<file path="src/rtl/mempool_pkg.sv">
// Shared MemPool TCDM types plus the per-bank owner encoding used by the tile bank arbiter.
package mempool_pkg;

  localparam int unsigned BankingFactor = 4;
  localparam int unsigned TcdmAddrWidth = 10;
  localparam int unsigned DataWidth     = 32;
  localparam int unsigned BeWidth       = DataWidth / 8;

  typedef logic [TcdmAddrWidth-1:0] tcdm_addr_t;
  typedef logic [DataWidth-1:0]     data_t;
  typedef logic [BeWidth-1:0]       be_t;

  typedef enum logic {BankOwnerLocal, BankOwnerRemote} bank_owner_e;

endpackage

</file>
<file path="src/rtl/tile_bank_arb_2to1.sv">
// One TCDM bank: 2:1 round-robin arbiter with same-cycle grant and 1-cycle response routing.
// Optional conflict counter enabled by `define TILE_BANK_ARB_PERF_EN.
module tile_bank_arb_2to1
  import mempool_pkg::*;
#(
  parameter int unsigned CntWidth = 16
) (
  input  logic                clk_i,
  input  logic                rst_ni,
  input  logic                loc_req_i,
  input  tcdm_addr_t          loc_addr_i,
  input  logic                loc_wen_i,
  input  data_t               loc_wdata_i,
  input  be_t                 loc_be_i,
  output logic                loc_gnt_o,
  output logic                loc_vld_o,
  output data_t               loc_rdata_o,
  input  logic                rem_req_i,
  input  tcdm_addr_t          rem_addr_i,
  input  logic                rem_wen_i,
  input  data_t               rem_wdata_i,
  input  be_t                 rem_be_i,
  output logic                rem_gnt_o,
  output logic                rem_vld_o,
  output data_t               rem_rdata_o,
  output logic                mem_req_o,
  output tcdm_addr_t          mem_addr_o,
  output logic                mem_wen_o,
  output data_t               mem_wdata_o,
  output be_t                 mem_be_o,
  input  data_t               mem_rdata_i,
  input  logic                cnt_clr_i,
  output logic [CntWidth-1:0] conflict_cnt_o
);

  bank_owner_e prio_q, prio_d;
  bank_owner_e resp_own_q, resp_own_d;
  bank_owner_e winner;
  logic        resp_vld_q, resp_vld_d;
  logic        conflict;

  always_comb begin
    conflict = loc_req_i & rem_req_i;
    winner   = BankOwnerLocal;
    if (conflict) begin
      winner = prio_q;
    end else if (rem_req_i) begin
      winner = BankOwnerRemote;
    end

    // Loser of a conflict gets priority next time; quiet cycles leave it alone.
    prio_d = prio_q;
    if (conflict) begin
      prio_d = (prio_q == BankOwnerLocal) ? BankOwnerRemote : BankOwnerLocal;
    end

    loc_gnt_o = rst_ni & loc_req_i & (winner == BankOwnerLocal);
    rem_gnt_o = rst_ni & rem_req_i & (winner == BankOwnerRemote);

    mem_req_o   = loc_req_i | rem_req_i;
    mem_addr_o  = '0;
    mem_wen_o   = 1'b0;
    mem_wdata_o = '0;
    mem_be_o    = '0;
    if (mem_req_o) begin
      if (winner == BankOwnerLocal) begin
        mem_addr_o  = loc_addr_i;
        mem_wen_o   = loc_wen_i;
        mem_wdata_o = loc_wdata_i;
        mem_be_o    = loc_be_i;
      end else begin
        mem_addr_o  = rem_addr_i;
        mem_wen_o   = rem_wen_i;
        mem_wdata_o = rem_wdata_i;
        mem_be_o    = rem_be_i;
      end
    end

    resp_vld_d = mem_req_o;
    resp_own_d = winner;

    loc_vld_o   = resp_vld_q & (resp_own_q == BankOwnerLocal);
    rem_vld_o   = resp_vld_q & (resp_own_q == BankOwnerRemote);
    loc_rdata_o = loc_vld_o ? mem_rdata_i : '0;
    rem_rdata_o = rem_vld_o ? mem_rdata_i : '0;
  end

  always_ff @(posedge clk_i or negedge rst_ni) begin
    if (!rst_ni) begin
      prio_q     <= BankOwnerLocal;
      resp_vld_q <= 1'b0;
      resp_own_q <= BankOwnerLocal;
    end else begin
      prio_q     <= prio_d;
      resp_vld_q <= resp_vld_d;
      resp_own_q <= resp_own_d;
    end
  end

`ifdef TILE_BANK_ARB_PERF_EN
  logic [CntWidth-1:0] cnt_q, cnt_d;

  always_comb begin
    cnt_d = cnt_q;
    if (cnt_clr_i) begin
      cnt_d = '0;
    end else if (conflict && (cnt_q != '1)) begin
      cnt_d = cnt_q + 1'b1;
    end
  end

  always_ff @(posedge clk_i or negedge rst_ni) begin
    if (!rst_ni) begin
      cnt_q <= '0;
    end else begin
      cnt_q <= cnt_d;
    end
  end

  assign conflict_cnt_o = cnt_q;
`else
  logic unused_cnt_clr;
  assign unused_cnt_clr = cnt_clr_i;
  assign conflict_cnt_o = '0;
`endif

endmodule

</file>
<file path="src/rtl/tile_bank_arbiter.sv">
// Per-bank local/remote TCDM arbitration for a tile; fans ports out to one 2:1 arbiter per bank.
// Conflict counters present only with `define TILE_BANK_ARB_PERF_EN.
module tile_bank_arbiter
  import mempool_pkg::*;
#(
  parameter int unsigned NumBanks = BankingFactor,
  parameter int unsigned CntWidth = 16
) (
  input  logic                clk_i,
  input  logic                rst_ni,
  input  logic [NumBanks-1:0] loc_req_i,
  input  tcdm_addr_t          loc_addr_i     [NumBanks],
  input  logic [NumBanks-1:0] loc_wen_i,
  input  data_t               loc_wdata_i    [NumBanks],
  input  be_t                 loc_be_i       [NumBanks],
  output logic [NumBanks-1:0] loc_gnt_o,
  output logic [NumBanks-1:0] loc_vld_o,
  output data_t               loc_rdata_o    [NumBanks],
  input  logic [NumBanks-1:0] rem_req_i,
  input  tcdm_addr_t          rem_addr_i     [NumBanks],
  input  logic [NumBanks-1:0] rem_wen_i,
  input  data_t               rem_wdata_i    [NumBanks],
  input  be_t                 rem_be_i       [NumBanks],
  output logic [NumBanks-1:0] rem_gnt_o,
  output logic [NumBanks-1:0] rem_vld_o,
  output data_t               rem_rdata_o    [NumBanks],
  output logic [NumBanks-1:0] mem_req_o,
  output tcdm_addr_t          mem_addr_o     [NumBanks],
  output logic [NumBanks-1:0] mem_wen_o,
  output data_t               mem_wdata_o    [NumBanks],
  output be_t                 mem_be_o       [NumBanks],
  input  data_t               mem_rdata_i    [NumBanks],
  input  logic                cnt_clr_i,
  output logic [CntWidth-1:0] conflict_cnt_o [NumBanks]
);

  for (genvar b = 0; b < NumBanks; b++) begin : gen_bank
    tile_bank_arb_2to1 #(
      .CntWidth(CntWidth)
    ) i_bank_arb (
      .clk_i         (clk_i),
      .rst_ni        (rst_ni),
      .loc_req_i     (loc_req_i[b]),
      .loc_addr_i    (loc_addr_i[b]),
      .loc_wen_i     (loc_wen_i[b]),
      .loc_wdata_i   (loc_wdata_i[b]),
      .loc_be_i      (loc_be_i[b]),
      .loc_gnt_o     (loc_gnt_o[b]),
      .loc_vld_o     (loc_vld_o[b]),
      .loc_rdata_o   (loc_rdata_o[b]),
      .rem_req_i     (rem_req_i[b]),
      .rem_addr_i    (rem_addr_i[b]),
      .rem_wen_i     (rem_wen_i[b]),
      .rem_wdata_i   (rem_wdata_i[b]),
      .rem_be_i      (rem_be_i[b]),
      .rem_gnt_o     (rem_gnt_o[b]),
      .rem_vld_o     (rem_vld_o[b]),
      .rem_rdata_o   (rem_rdata_o[b]),
      .mem_req_o     (mem_req_o[b]),
      .mem_addr_o    (mem_addr_o[b]),
      .mem_wen_o     (mem_wen_o[b]),
      .mem_wdata_o   (mem_wdata_o[b]),
      .mem_be_o      (mem_be_o[b]),
      .mem_rdata_i   (mem_rdata_i[b]),
      .cnt_clr_i     (cnt_clr_i),
      .conflict_cnt_o(conflict_cnt_o[b])
    );
  end

endmodule

</file>
<file path="config.mk">
export PLATFORM = sky130hd
export DESIGN_NAME = tile_bank_arbiter
export DESIGN_NICKNAME = d
export VERILOG_FILES = /design/src/rtl/mempool_pkg.sv /design/src/rtl/tile_bank_arb_2to1.sv /design/src/rtl/tile_bank_arbiter.sv
export SDC_FILE = /design/constraint.sdc
export NUM_CORES = 1
export LEC_CHECK = 0
export BUFFER_PORTS_ARGS = -buffer_cell sky130_fd_sc_hd__buf_4
export CAP_MARGIN = 5
export CORE_AREA = 2 2 409 411
export DETAILED_ROUTE_END_ITERATION = 7
export DIE_AREA = 0 0 411 413
export SLEW_MARGIN = 20
export SYNTH_ARGS = -nofsm -noshare
export SYNTH_HDL_FRONTEND = slang
export SYNTH_SLANG_ARGS = --single-unit
</file>
<file path="constraint.sdc">
create_clock -name clk_i -period 1.4 [get_ports clk_i]
set_input_delay 0.28 -clock clk_i [delete_from_list [all_inputs] [get_ports clk_i]]
set_output_delay 0.28 -clock clk_i [all_outputs]
set_load 0.005 [all_outputs]
</file>
* Word level (Yosys, flattened, before mapping)
Index checks and enable logic that the tools add are counted.
** Cells by class
- Mux-type cells :: 52
- Bitwise logic cells :: 40
** Operators with widths (number)
- two-way mux 32 bit :: 16
- two-way mux 10 bit :: 8
- two-way mux 4 bit :: 8
- AND 1 bit :: 28
- two-way mux 1 bit :: 20
- inverter 1 bit :: 8
- OR 1 bit :: 4
** Word-level totals
- Register bits after elaboration :: 12
- Input port bits :: 515
- Output and inout bits :: 528
- Logic and storage cells :: 104

* Depth between registers and ports, before layout
- Word-level depth :: 4
- Gate-level depth with buffers :: 6

* Hierarchy
From an unflattened synthesis, not the netlist that was laid out.
** Second synthesis, totals
- Cells, all modules :: 664
- Area total of the unflattened synthesis :: 5124.9 um2
** Modules (own cells, without submodules)
- tile_bank_arb_2to1 :: times used 4, cells an instance 166, area an instance 1281.2 um2, sequential area each 75.1 um2

* Worst setup path before layout
Ideal clock, no wire load.
- Kind :: reg-to-output
- From :: register gen_bank[0].i_bank_arb.prio_q
- To :: output rem_gnt_o[0]
- Data arrival time :: 1.109 ns
- Required time :: 1.120 ns
- Slack :: 0.011 ns
- Cell stages (with the launch flop) :: 6
- Cell sequence :: dfrtp_1 nand2b_4 buf_4 buf_6 and3_1 buf_4
** On the way
- Longest elaborated chain between the ends :: 2
** Ends and longest elaborated chain
- from (decl) :: line tile_bank_arb_2to1.sv:36 : bank_owner_e prio_q, prio_d;
- from (signal assigned) :: line tile_bank_arb_2to1.sv:90 : prio_q <= BankOwnerLocal;
- from (signal assigned) :: line tile_bank_arb_2to1.sv:94 : prio_q <= prio_d;
- two-way mux 1 bit :: line tile_bank_arb_2to1.sv:45 : if (conflict) begin
- AND 1 bit :: line tile_bank_arb_2to1.sv:58 : rem_gnt_o = rst_ni & rem_req_i & (winner == BankOwnerRemote);
- to (decl) :: line tile_bank_arbiter.sv:24 : output logic [NumBanks-1:0] rem_gnt_o,
No other way between the ends.

==> out/results.ini <==
[outcome]
status=complete, but fails checks
violations=DRC, setup timing

[clock_network]
cts_hold_buf=0
clk_latency_ns=0.27
root_buffer=clkbuf_16
cts_tree=built
numCtsBuffers=3
cts.sinks=12
cts_max_path_buffers=2
path_clk_slew_ns=0.05
htree_levels=1

[synth]
synth_seq_cells=12
synth_edf_count=0
yosysMostFrequentCell=a32o_1
syn_inst=685
yosysSeqAreaShare=0.05667
syn_area_per_cell_um2=7.736
synthArstFlopShare=1.000
yosysTopAreaCell=a32o_1
synth_warnings=0
netlist_area_um2=5299
synth_top_area_frac=0.3551
ys.flop_type=dfrtp_1
yosysUniqueCellTypes=15
synth_common_cells=a32o_1, and2_1, and3_1
synth_area_leaders=a32o_1, and2_1, and3_1, buf_4, dfrtp_1

[timing]
fin_crit_ns=1.960
rsz0062_at_grt=true
setup_viol=464
slew_violations=0
fin_skew_ns=0.0003395
setup_ws_ns=-0.5601
period_share=1.400
hold_viol_final=0
timing.fmax_mhz=510.2

[global_route]
grt_pass1_vias=9901
antenna_found_initial=208
grt_overflow=0
grt_max_degree=44
globalRouteTotalUtil=0.1572
grt_pass1_wl_um=160500

[finish]
finish.utilization=0.1053
drive_gt1_frac=0.7261
area_growth_pct=229.8
nNetsFinal=2193
postLayoutCellArea_um2=17480
filler_cell_count=19230

[floorplanning]
die_height_um=413
die_x_um=411
rows=150
coreArea_um2=165900
io_pins=1043
die_area_um2=169700
start_util=0.03194

[pwr]
power_density_nw_per_um2=822.4
power_mw=14.37
power.leakage_nw=8.295
ir_worst_vdd_v=0.0003284

[worst_setup_path]
crit_chain=buf_4, nand2b_4, buf_12, a32o_1, buf_4
path_max_fanout=20
end_kind=output port
required_ns=1.12
cp_num_buf_inv=3
critPathKind=reg -> out
slowest_delay_ns=0.39
worstSetupStartpointType=register
cpMostUsedCell=buf_4
cp_top_family=buffers and inverters
crit_slowest_cell=dfrtp_1
critical_path_arrival_ns=1.68

[route]
vias=12990
drtAntennaViolNets=0
drt_first_pass_iters=8
via_per_inst=3.291
initialDrtViolationCount=1929
drc_errors=2
wl_per_cell_um=37.26
postRouteWirelength_um=147000

[placed_design]
place_hpwl_um=129600
pre_cts_ws_ns=-0.2694
gp_congestion=1.330
io_buffers=977
post_dp_cell_area_um2=15270

[min_path]
min_path_type=in -> async

[job]
cap_violations=0

per-layer routing:
| metal | track usage | vias up | part of all wire |
|---|---|---|---|
| met5 | 0.02063 | - | 0.0089 |
| met4 | 0.02804 | 142 | 0.034 |
| met3 | 0.1332 | 438 | 0.19 |
| met2 | 0.2458 | 1620 | 0.44 |
| met1 | 0.1596 | 6177 | 0.33 |
| li1 | - | 4611 | - |
final timing paths:
path | start | endpoint | slack (ns) | cells after the start
max reg2reg | gen_bank[0].i_bank_arb.prio_q | gen_bank[0].i_bank_arb.resp_own_q | -0.10 | 6
min | rst_ni | gen_bank[1].i_bank_arb.prio_q | 0.15 | 3
min reg2reg | gen_bank[0].i_bank_arb.prio_q | gen_bank[0].i_bank_arb.prio_q | 0.62 | 2
min in group clk_i | loc_req_i[3] | gen_bank[3].i_bank_arb.resp_vld_q | 0.27 | 2
max | gen_bank[2].i_bank_arb.prio_q | mem_wdata_o[51] | -0.56 | 5
max in group asynchronous | rst_ni | gen_bank[0].i_bank_arb.resp_own_q | 0.96 | 3
power breakdown:
| group | total, mW | switching (mW) | internal (mW) | leakage [nW] |
|---|---|---|---|---|
| combinational | 13.2 | 6.26 | 6.96 | 8.13 |
| sequential | 0.524 | 0.0863 | 0.438 | 0.132 |
| clock | 0.628 | 0.250 | 0.379 | 0.0374 |
area by class of cell:
type,count,area [µm²],area share
Timing Repair Buffer,1113,9912,0.5672
Multi-Input combinational cell,548,4259,0.2437
Tap cell,2204,2758,0.1578
Sequential cell,12,306.5,0.01754
Antenna cell,66,165.2,0.009451
Clock buffer,3,75.07,0.004296
registers in the layout (all words and copies together), names as in the netlist:
register / cells
gen_bank.i_bank_arb.prio_q: 4
gen_bank.i_bank_arb.resp_own_q: 4
gen_bank.i_bank_arb.resp_vld_q: 4
cell usage in the layout, fill, tap and decap left out, types with 5 or more instances in the layout:
cell type	synthesis	final
a32o_1	188	166
a32o_2	0	22
and2_1	140	83
and2_4	0	57
and3_1	132	131
buf_12	0	37
buf_16	0	15
buf_4	92	930
buf_6	16	96
buf_8	0	18
clkbuf_16	0	20
conb_1	1	64
dfrtp_1	12	7
dfrtp_2	0	5
diode_2	0	66
kinds of logic after synthesis:
logic type | Yosys count | synth area share
AOI/OAI and AO/OA | 192 | 0.3636
xor gates and xnor gates | 4 | 0.006611
buffers and inverters | 188 | 0.2267
DFF | 12 | 0.05667
other | 1 | 0.0007077
and+or+nand+nor | 288 | 0.3457
what timing repair did:
action / CTS / global route
buffers inserted: 20 / 20
resized for setup: 121 / 127
cloned: 15 / 23
pin swaps: 33 / 53
endpoints found under the setup margin: 462 / 464
worst register-to-register path: stages, from the launching register on:
cell and delay [ns]:
dfrtp_1 0.41, nand2b_4 0.20, clkbuf_16 0.18, clkbuf_16 0.16, buf_4 0.15, buf_4 0.15
and2_1 0.15
metrics by stage:
stage	instances	hold slack [ns]	TNS, ns
after floorplan	748	-0.01559	0
after global placement	3806	0.4473	-26.82
after detailed placement	3806	0.4555	-32.48
after CTS	3844	0.1518	-156.73
after global routing	3905	0.1415	-177.56
final	3946	0.1524	-165.54
Note: power is estimated with default switching activity, not from simulation.
